--- src/rtl/instr_mem_responder.sv ---
// instr_mem_responder: instruction-fetch memory responder.
// Returns one 16-bit word per accepted fetch strobe from a 256x16 array
// mapped at 16'h3000-16'h30FF. Addresses outside that window return 16'h0000
// and raise addr_err. The array can be preloaded in any state, including
// reset, and its contents survive reset.
//
// Optional feature: define IMEM_WAIT_STATE_EN to insert one WAIT cycle per
// fetch (latency 2, imem_busy driven). When undefined, latency is 1 and
// imem_busy stays 0.
//
// Ports:
//   clock        rising-edge clock
//   reset        synchronous active-high reset
//   pc           fetch address
//   instrmem_rd  fetch read strobe
//   load_en      preload write enable
//   load_addr    preload word index (address 16'h3000 + index)
//   load_data    preload write data
//   instr_dout   returned instruction word (held between responses)
//   instr_valid  instr_dout valid this cycle
//   imem_busy    responder in wait state; strobes ignored
//   addr_err     returned word came from an out-of-range address
module instr_mem_responder (
  input  logic        clock,
  input  logic        reset,
  input  logic [15:0] pc,
  input  logic        instrmem_rd,
  input  logic        load_en,
  input  logic [7:0]  load_addr,
  input  logic [15:0] load_data,
  output logic [15:0] instr_dout,
  output logic        instr_valid,
  output logic        imem_busy,
  output logic        addr_err
);

  localparam int unsigned DEPTH = 256;
  localparam logic [7:0]  PAGE  = 8'h30;

  typedef enum logic [1:0] {IDLE, WAIT, RESP} state_t;

  state_t      state;
  logic [15:0] mem [DEPTH];
  logic        pc_in_range;

  assign pc_in_range = (pc[15:8] == PAGE);

  // Preload port; not touched by reset. Reads in the FSM below see the
  // pre-write value when both hit the same index on the same edge.
  always_ff @(posedge clock) begin
    if (load_en) mem[load_addr] <= load_data;
  end

`ifdef IMEM_WAIT_STATE_EN
  logic [7:0] lat_idx;
  logic       lat_oor;

  // Fetch FSM with one wait cycle between accept and response.
  always_ff @(posedge clock) begin
    if (reset) begin
      state       <= IDLE;
      instr_dout  <= 16'h0000;
      instr_valid <= 1'b0;
      imem_busy   <= 1'b0;
      addr_err    <= 1'b0;
      lat_idx     <= 8'h00;
      lat_oor     <= 1'b0;
    end else begin
      instr_valid <= 1'b0;
      imem_busy   <= 1'b0;
      addr_err    <= 1'b0;
      case (state)
        IDLE, RESP: begin
          if (instrmem_rd) begin
            state     <= WAIT;
            imem_busy <= 1'b1;
            lat_idx   <= pc[7:0];
            lat_oor   <= ~pc_in_range;
          end else begin
            state <= IDLE;
          end
        end
        WAIT: begin
          // Strobes arriving here are dropped; the latched address stands.
          state       <= RESP;
          instr_valid <= 1'b1;
          instr_dout  <= lat_oor ? 16'h0000 : mem[lat_idx];
          addr_err    <= lat_oor;
        end
        default: state <= IDLE;
      endcase
    end
  end
`else
  // Fetch FSM responding on the edge right after the strobe; WAIT unused.
  always_ff @(posedge clock) begin
    if (reset) begin
      state       <= IDLE;
      instr_dout  <= 16'h0000;
      instr_valid <= 1'b0;
      imem_busy   <= 1'b0;
      addr_err    <= 1'b0;
    end else begin
      instr_valid <= 1'b0;
      imem_busy   <= 1'b0;
      addr_err    <= 1'b0;
      case (state)
        IDLE, RESP: begin
          if (instrmem_rd) begin
            state       <= RESP;
            instr_valid <= 1'b1;
            instr_dout  <= pc_in_range ? mem[pc[7:0]] : 16'h0000;
            addr_err    <= ~pc_in_range;
          end else begin
            state <= IDLE;
          end
        end
        default: state <= IDLE;
      endcase
    end
  end
`endif

endmodule

--- config.mk ---
export PLATFORM = sky130hd
export DESIGN_NAME = instr_mem_responder
export DESIGN_NICKNAME = d
export VERILOG_FILES = /design/src/rtl/instr_mem_responder.sv
export SDC_FILE = /design/constraint.sdc
export NUM_CORES = 2
export LEC_CHECK = 0
export BUFFER_PORTS_ARGS = -buffer_cell sky130_fd_sc_hd__buf_4
export CAP_MARGIN = 20
export CORE_ASPECT_RATIO = 1.25
export CORE_UTILIZATION = 40
export CTS_CLUSTER_SIZE = 40
export DETAILED_ROUTE_END_ITERATION = 10
export GPL_TIMING_DRIVEN = 1
export MAX_ROUTING_LAYER = met4
export PLACE_DENSITY = 0.59
export RECOVER_POWER = 50
export SYNTH_ARGS = -nofsm -noshare
export SYNTH_HDL_FRONTEND = slang
export SYNTH_SLANG_ARGS = --single-unit
--- constraint.sdc ---
create_clock -name clock -period 7.65 [get_ports clock]
set_input_delay 0.3825 -clock clock [delete_from_list [all_inputs] [get_ports clock]]
set_output_delay 0.3825 -clock clock [all_outputs]
set_load 0.1 [all_outputs]
### Word level (Yosys, flattened, before mapping)

Memories as Yosys holds them, arrays and structs flattened.
Index checks and enable logic that the tools add are counted.

| word-level totals | value |
|---|---|
| latch bits | 0 |
| logic and storage cells | 20 |
| output and inout port bits | 19 |
| register bits | 20 |
| bits of input ports | 44 |
| memories | 1 |
| memory bits (read-only) | 0 |
| RAM bits | 4,096 |

Memory list:

| memory | words | width | read ports | clocked after Yosys merged registers in | write ports | RTL line | RTL |
|---|---|---|---|---|---|---|---|
| mem | 256 | 16 | 1 | 0 | 1 | 43 | `logic [15:0] mem [DEPTH];` |

| operators by class | value |
|---|---|
| $lt $le $gt $ge | 0 |
| div/mod/pow operators | 0 |
| add/sub/neg operators | 0 |
| $mul | 0 |
| bitwise gates (word level) | 3 |
| shift-type cells | 0 |
| equal/unequal tests | 2 |
| multiplexer cells | 5 |
| reductions and logical operators | 5 |

Operators with widths:

| cell | count |
|---|---|
| 16-bit 2-to-1 mux | 1 |
| 8-bit by 6-bit equality test with 1-bit output, second input constant | 1 |
| 2-bit OR reduction | 2 |
| 1-bit 2-to-1 mux | 3 |
| 1-bit NOT | 3 |
| 3-bit OR reduction | 1 |
| 2-bit equality test, second input constant | 1 |
| 2-bit zero test | 1 |
| 2-bit 2-to-1 mux | 1 |
| 2-bit AND reduction | 1 |

### Longest topological paths before layout

| depth | value |
|---|---|
| depth in word-level cells | 4 |
| gate-level depth with buffers | 13 |
| gate-level depth less buffers | 7 |

### Worst setup path before layout

Ideal clock, no wire load.

| path | value |
|---|---|
| path type | input-to-reg |
| start | input load_addr[5] |
| end | memory mem[172][0], enable pin |
| path slack | 4.558 ns |
| setup time | 0.430 ns |
| required time | 7.220 ns |
| arrival time | 2.662 ns |
| cell stages on the path | 4 |
| buffers on the path | 1 |
| path through | clkbuf_1 nor2b_1 nand3_1 nor4_1 |

RTL lines:

| item | RTL line | RTL |
|---|---|---|
| from (decl) | 29 | `input logic [7:0] load_addr,` |
| to (decl) | 43 |  |

No word-level cell before the write port.

### Final worst setup path

| path | value |
|---|---|
| start | input load_data[1] |
| end | memory mem[134][1] (data pin) |

RTL lines:

| item | RTL line | RTL |
|---|---|---|
| from (decl) | 30 | `input logic [15:0] load_data,` |

No word-level cell before the write port.

==> out/summary.json <==
{
  "tritoncts_buffers": 386,
  "core.rowCount": 258,
  "hold_path.startpoint": "load_data[14]",
  "ys_dominant_reg_cell": "edfxtp_1",
  "timing.critical_path.max_delay_family": "buffers and inverters",
  "worstPathArrival_ps": 6260,
  "viasPerCell": 6.08,
  "root_buffer": "clkbuf_16",
  "ioPinCount": 63,
  "share_of_flip_flops_with_an_asynchronous_set_or_reset_after_synthesis_pct": 0,
  "nNetsFinal": 7990,
  "synth_enable_flop_cells": 4096,
  "max_slew_margin_pct": -272,
  "worstSetupPathType": "input pin to flop",
  "detail_route.wirelength_um": 479000,
  "grt_pass1_wl_um": 660000,
  "cts.repair_timing.setup_buffer_count": 0,
  "die_width_um": 566,
  "post_synthesis_net_count": 7530,
  "worst_hold_path_type": "input pin to flop",
  "area_delta_synth_final_pct": 12.6,
  "maxSlewViolCount": 1523,
  "initial_utilization_pct": 40.3,
  "netlist-cell-type-count": 89,
  "route.antenna.remaining_nets": 0,
  "timing.final.crit_share_pct": 75.9,
  "number_of_remaining_drc_errors": 0,
  "vdd_ir_drop_max_mv": 0.188,
  "synth_area_per_cell_um2": 21.3,
  "run_status": "complete, but fails checks",
  "worst-r2r-cell-count": 7,
  "power.static_leakage_nw": 55.8,
  "timing.hold.worst_endpoint": "mem[138][14]",
  "grt_setup_unrepaired": "no",
  "dr.pass1.iters": 6,
  "fillers": 32900,
  "startpoint_type": "input pin",
  "grt_antenna_before_repair": 30,
  "setup-tns-final_ps": 0,
  "grt_pass1_vias": 80300,
  "insertion_delay_to_the_later_sink_of_the_worst_skew_pair_ps": 960,
  "crit-reg2reg-launch": "mem[35][11]",
  "timing.final.setup_violations": 0,
  "post_syn_area_um2": 159000,
  "synth_warnings": 0,
  "synth_seq_cells": 4114,
  "crit_path_cell_trace": "dlygate4sd3_1, clkbuf_1, clkbuf_2",
  "share_of_final_layout_standard_cells_stronger_than_drive_strength_1_pct": 23.1,
  "grt_max_degree": 170,
  "critical_path_required_ps": 8110,
  "core_um2": 395000,
  "synth_sequential_area_ratio_pct": 77.5,
  "grt-ovfl-total": 0,
  "cts_num_sinks": 4114,
  "critical_path.endpoint_type": "flop",
  "dr_total_vias": 81900,
  "worst-path-buf-inv": 3,
  "die_y_extent_um": 707,
  "dpl.hpwl_um": 293000,
  "gpl_wtd_cong": 0.898,
  "drt-wirelength-per-cell_um": 35.6,
  "cts-root-to-sink-buffers": 4,
  "power_per_cell_area_nw_per_um2": 257,
  "ff2ff_setup_slack_ps": 4210,
  "post_cts_resized": 0,
  "cts_max_level": 5,
  "path_clk_slew_ps": 60,
  "hold_viol_final": 0,
  "cp_max_fo": 76,
  "critical_path.slowest_cell": "clkbuf_1",
  "post-route-min-period_ps": 5800,
  "max_cap_viol": 34,
  "grtUsageTotal_pct": 24.3,
  "violated_checks": "capacitance limit, slew limit",
  "place.port_buffers": 61,
  "dr.first_iter.drc_count": 11200,
  "worst_r2r_endpoint": "instr_dout[11]",
  "finalClockSkew_ps": 56.5,
  "achievable-frequency_mhz": 172,
  "stdcell_count": 13500,
  "worst_hold_path.num_cells": 1,
  "worst-slew-pin-transition_ps": 5590,
  "postSynthCellCount": 7486,
  "dpl.cell_count": 12700,
  "floorplan.die_area_um2": 401000,
  "tritoncts": "done",
  "cp_slowest_stage_delay_ps": 3420
}
## where the power goes
part           switching [mW]  leakage (nW)  total (mW)  internal (mW)
logic                    1.69          12.9        2.39          0.706
registers              0.0109          37.0        24.9           24.9
clock network            8.40          5.92        18.8           10.4
## per-layer routing
layer  up-vias  wire (um)  global-route usage, %
li1      32400          -                      -
met1     44200     179000                   30.5
met2      4433     235000                   39.0
met3       934      40100                   3.70
met4         0      26000                   11.2
met5         -          0                      -
## flip-flops by register name (all words and copies together) (netlist names)
signal	cells
state	1
mem	4096
instr_dout	16
addr_err	1
## logic make-up after synthesis
group | synth area share [%]
compound gates | 3.38
mux | 14.6
flops | 77.5
simple gates | 2.50
buf+inv | 2.04
other cells | 0.00236
## area by class of cell
cell class                      instances  area [um2]  share of cell area, %
Clock buffer                          476       10100                   5.63
Clock inverter                        225        1990                   1.11
Tap cell                             5200        6510                   3.63
Multi-Input combinational cell       2927       33000                   18.4
Antenna cell                           23        57.6                 0.0321
Inverter                               10        47.5                 0.0265
Sequential cell                      4114      123000                   68.8
Timing Repair Buffer                  507        4210                   2.35
## cell usage after synthesis (all sizes together), types with 4 or more instances
master | instances | area [um2]
nand4 | 30 | 188
a41oi | 5 | 43.8
nor4 | 23 | 150
nor3 | 64 | 330
dfxtp | 18 | 360
o22ai | 111 | 694
a32oi | 7 | 61.3
mux2i | 421 | 4210
o221ai | 74 | 654
o2111ai | 8 | 70.1
a221oi | 22 | 211
a311oi | 6 | 52.6
and3 | 12 | 75.1
o21ai | 74 | 370
a31oi | 34 | 213
or3 | 7 | 43.8
clkinv | 4 | 15.0
o31ai | 11 | 87.6
a21oi | 119 | 596
nor2 | 331 | 1250
inv | 6 | 25.0
or4 | 5 | 37.5
edfxtp | 4096 | 123000
or2 | 5 | 31.3
nand2 | 261 | 980
a22o | 24 | 210
mux4 | 828 | 18700
a211o | 4 | 35.0
mux2 | 28 | 315
nand2b | 13 | 81.3
nand3 | 87 | 435
buf | 291 | 2650
and2 | 11 | 68.8
o211ai | 16 | 120
a2111oi | 31 | 278
a221o | 7 | 70.1
nor2b | 18 | 113
a211oi | 25 | 188
a22oi | 151 | 1130
clkbuf | 143 | 543
## how the worst max path moves through the flow
| stage | startpoint | to | slack [ps] | cells after the start |
|---|---|---|---|---|
| 5_1_grt | load_data[1] | mem[134][1] | 1820 | 3 |
| 4_1_cts | pc[0] | instr_dout[11] | 3750 | 9 |
| 3_3_place_gp | pc[1] | instr_dout[0] | 1840 | 10 |
| 3_5_place_dp | pc[0] | instr_dout[11] | 2760 | 9 |
| 2_1_floorplan | load_addr[5] | mem[172][0] | 4560 | 4 |
| 6_report | load_data[1] | mem[134][1] | 1850 | 3 |
## per-stage QoR
stage | util, % | hold slack, ps | total power [mW] | worst slack, ps | cell area, um2
floorplan | - | 481 | 26.5 | 4560 | 159000
global placement | 42.2 | 610 | 27.7 | 1840 | 167000
detailed placement | 42.3 | 590 | 27.7 | 2760 | 167000
CTS | 45.4 | 42.9 | 46.2 | 3750 | 179000
global route | 45.3 | 116 | 47.1 | 1820 | 179000
finish | 45.3 | 104 | 46.1 | 1850 | 179000
## what timing repair did
item / in CTS / in global routing
hold buffers: 20 / 0
endpoints found under the setup margin: 0 / 0
hold endpoints to repair: 487 / 0
## layout by cell type, fill, tap and decap left out, types with 34 or more instances in the layout
master     netlist  final
nor2_2           0     86
a21oi_1        119    118
clkbuf_16        0    388
nand3_1         87     86
a31oi_1         34     34
clkinv_1         4     81
clkinv_2         0     77
mux2i_1        421    421
clkbuf_1       140    180
nor2_1         330    240
mux4_2         808    808
o221ai_1        73     73
o21ai_0         72     71
nand2_1        261    261
a22oi_1        151    151
o22ai_1        111    111
nor3_1          62     53
buf_4           76    309
edfxtp_1      4096   4096
Note: power is estimated with default switching activity, not from simulation.
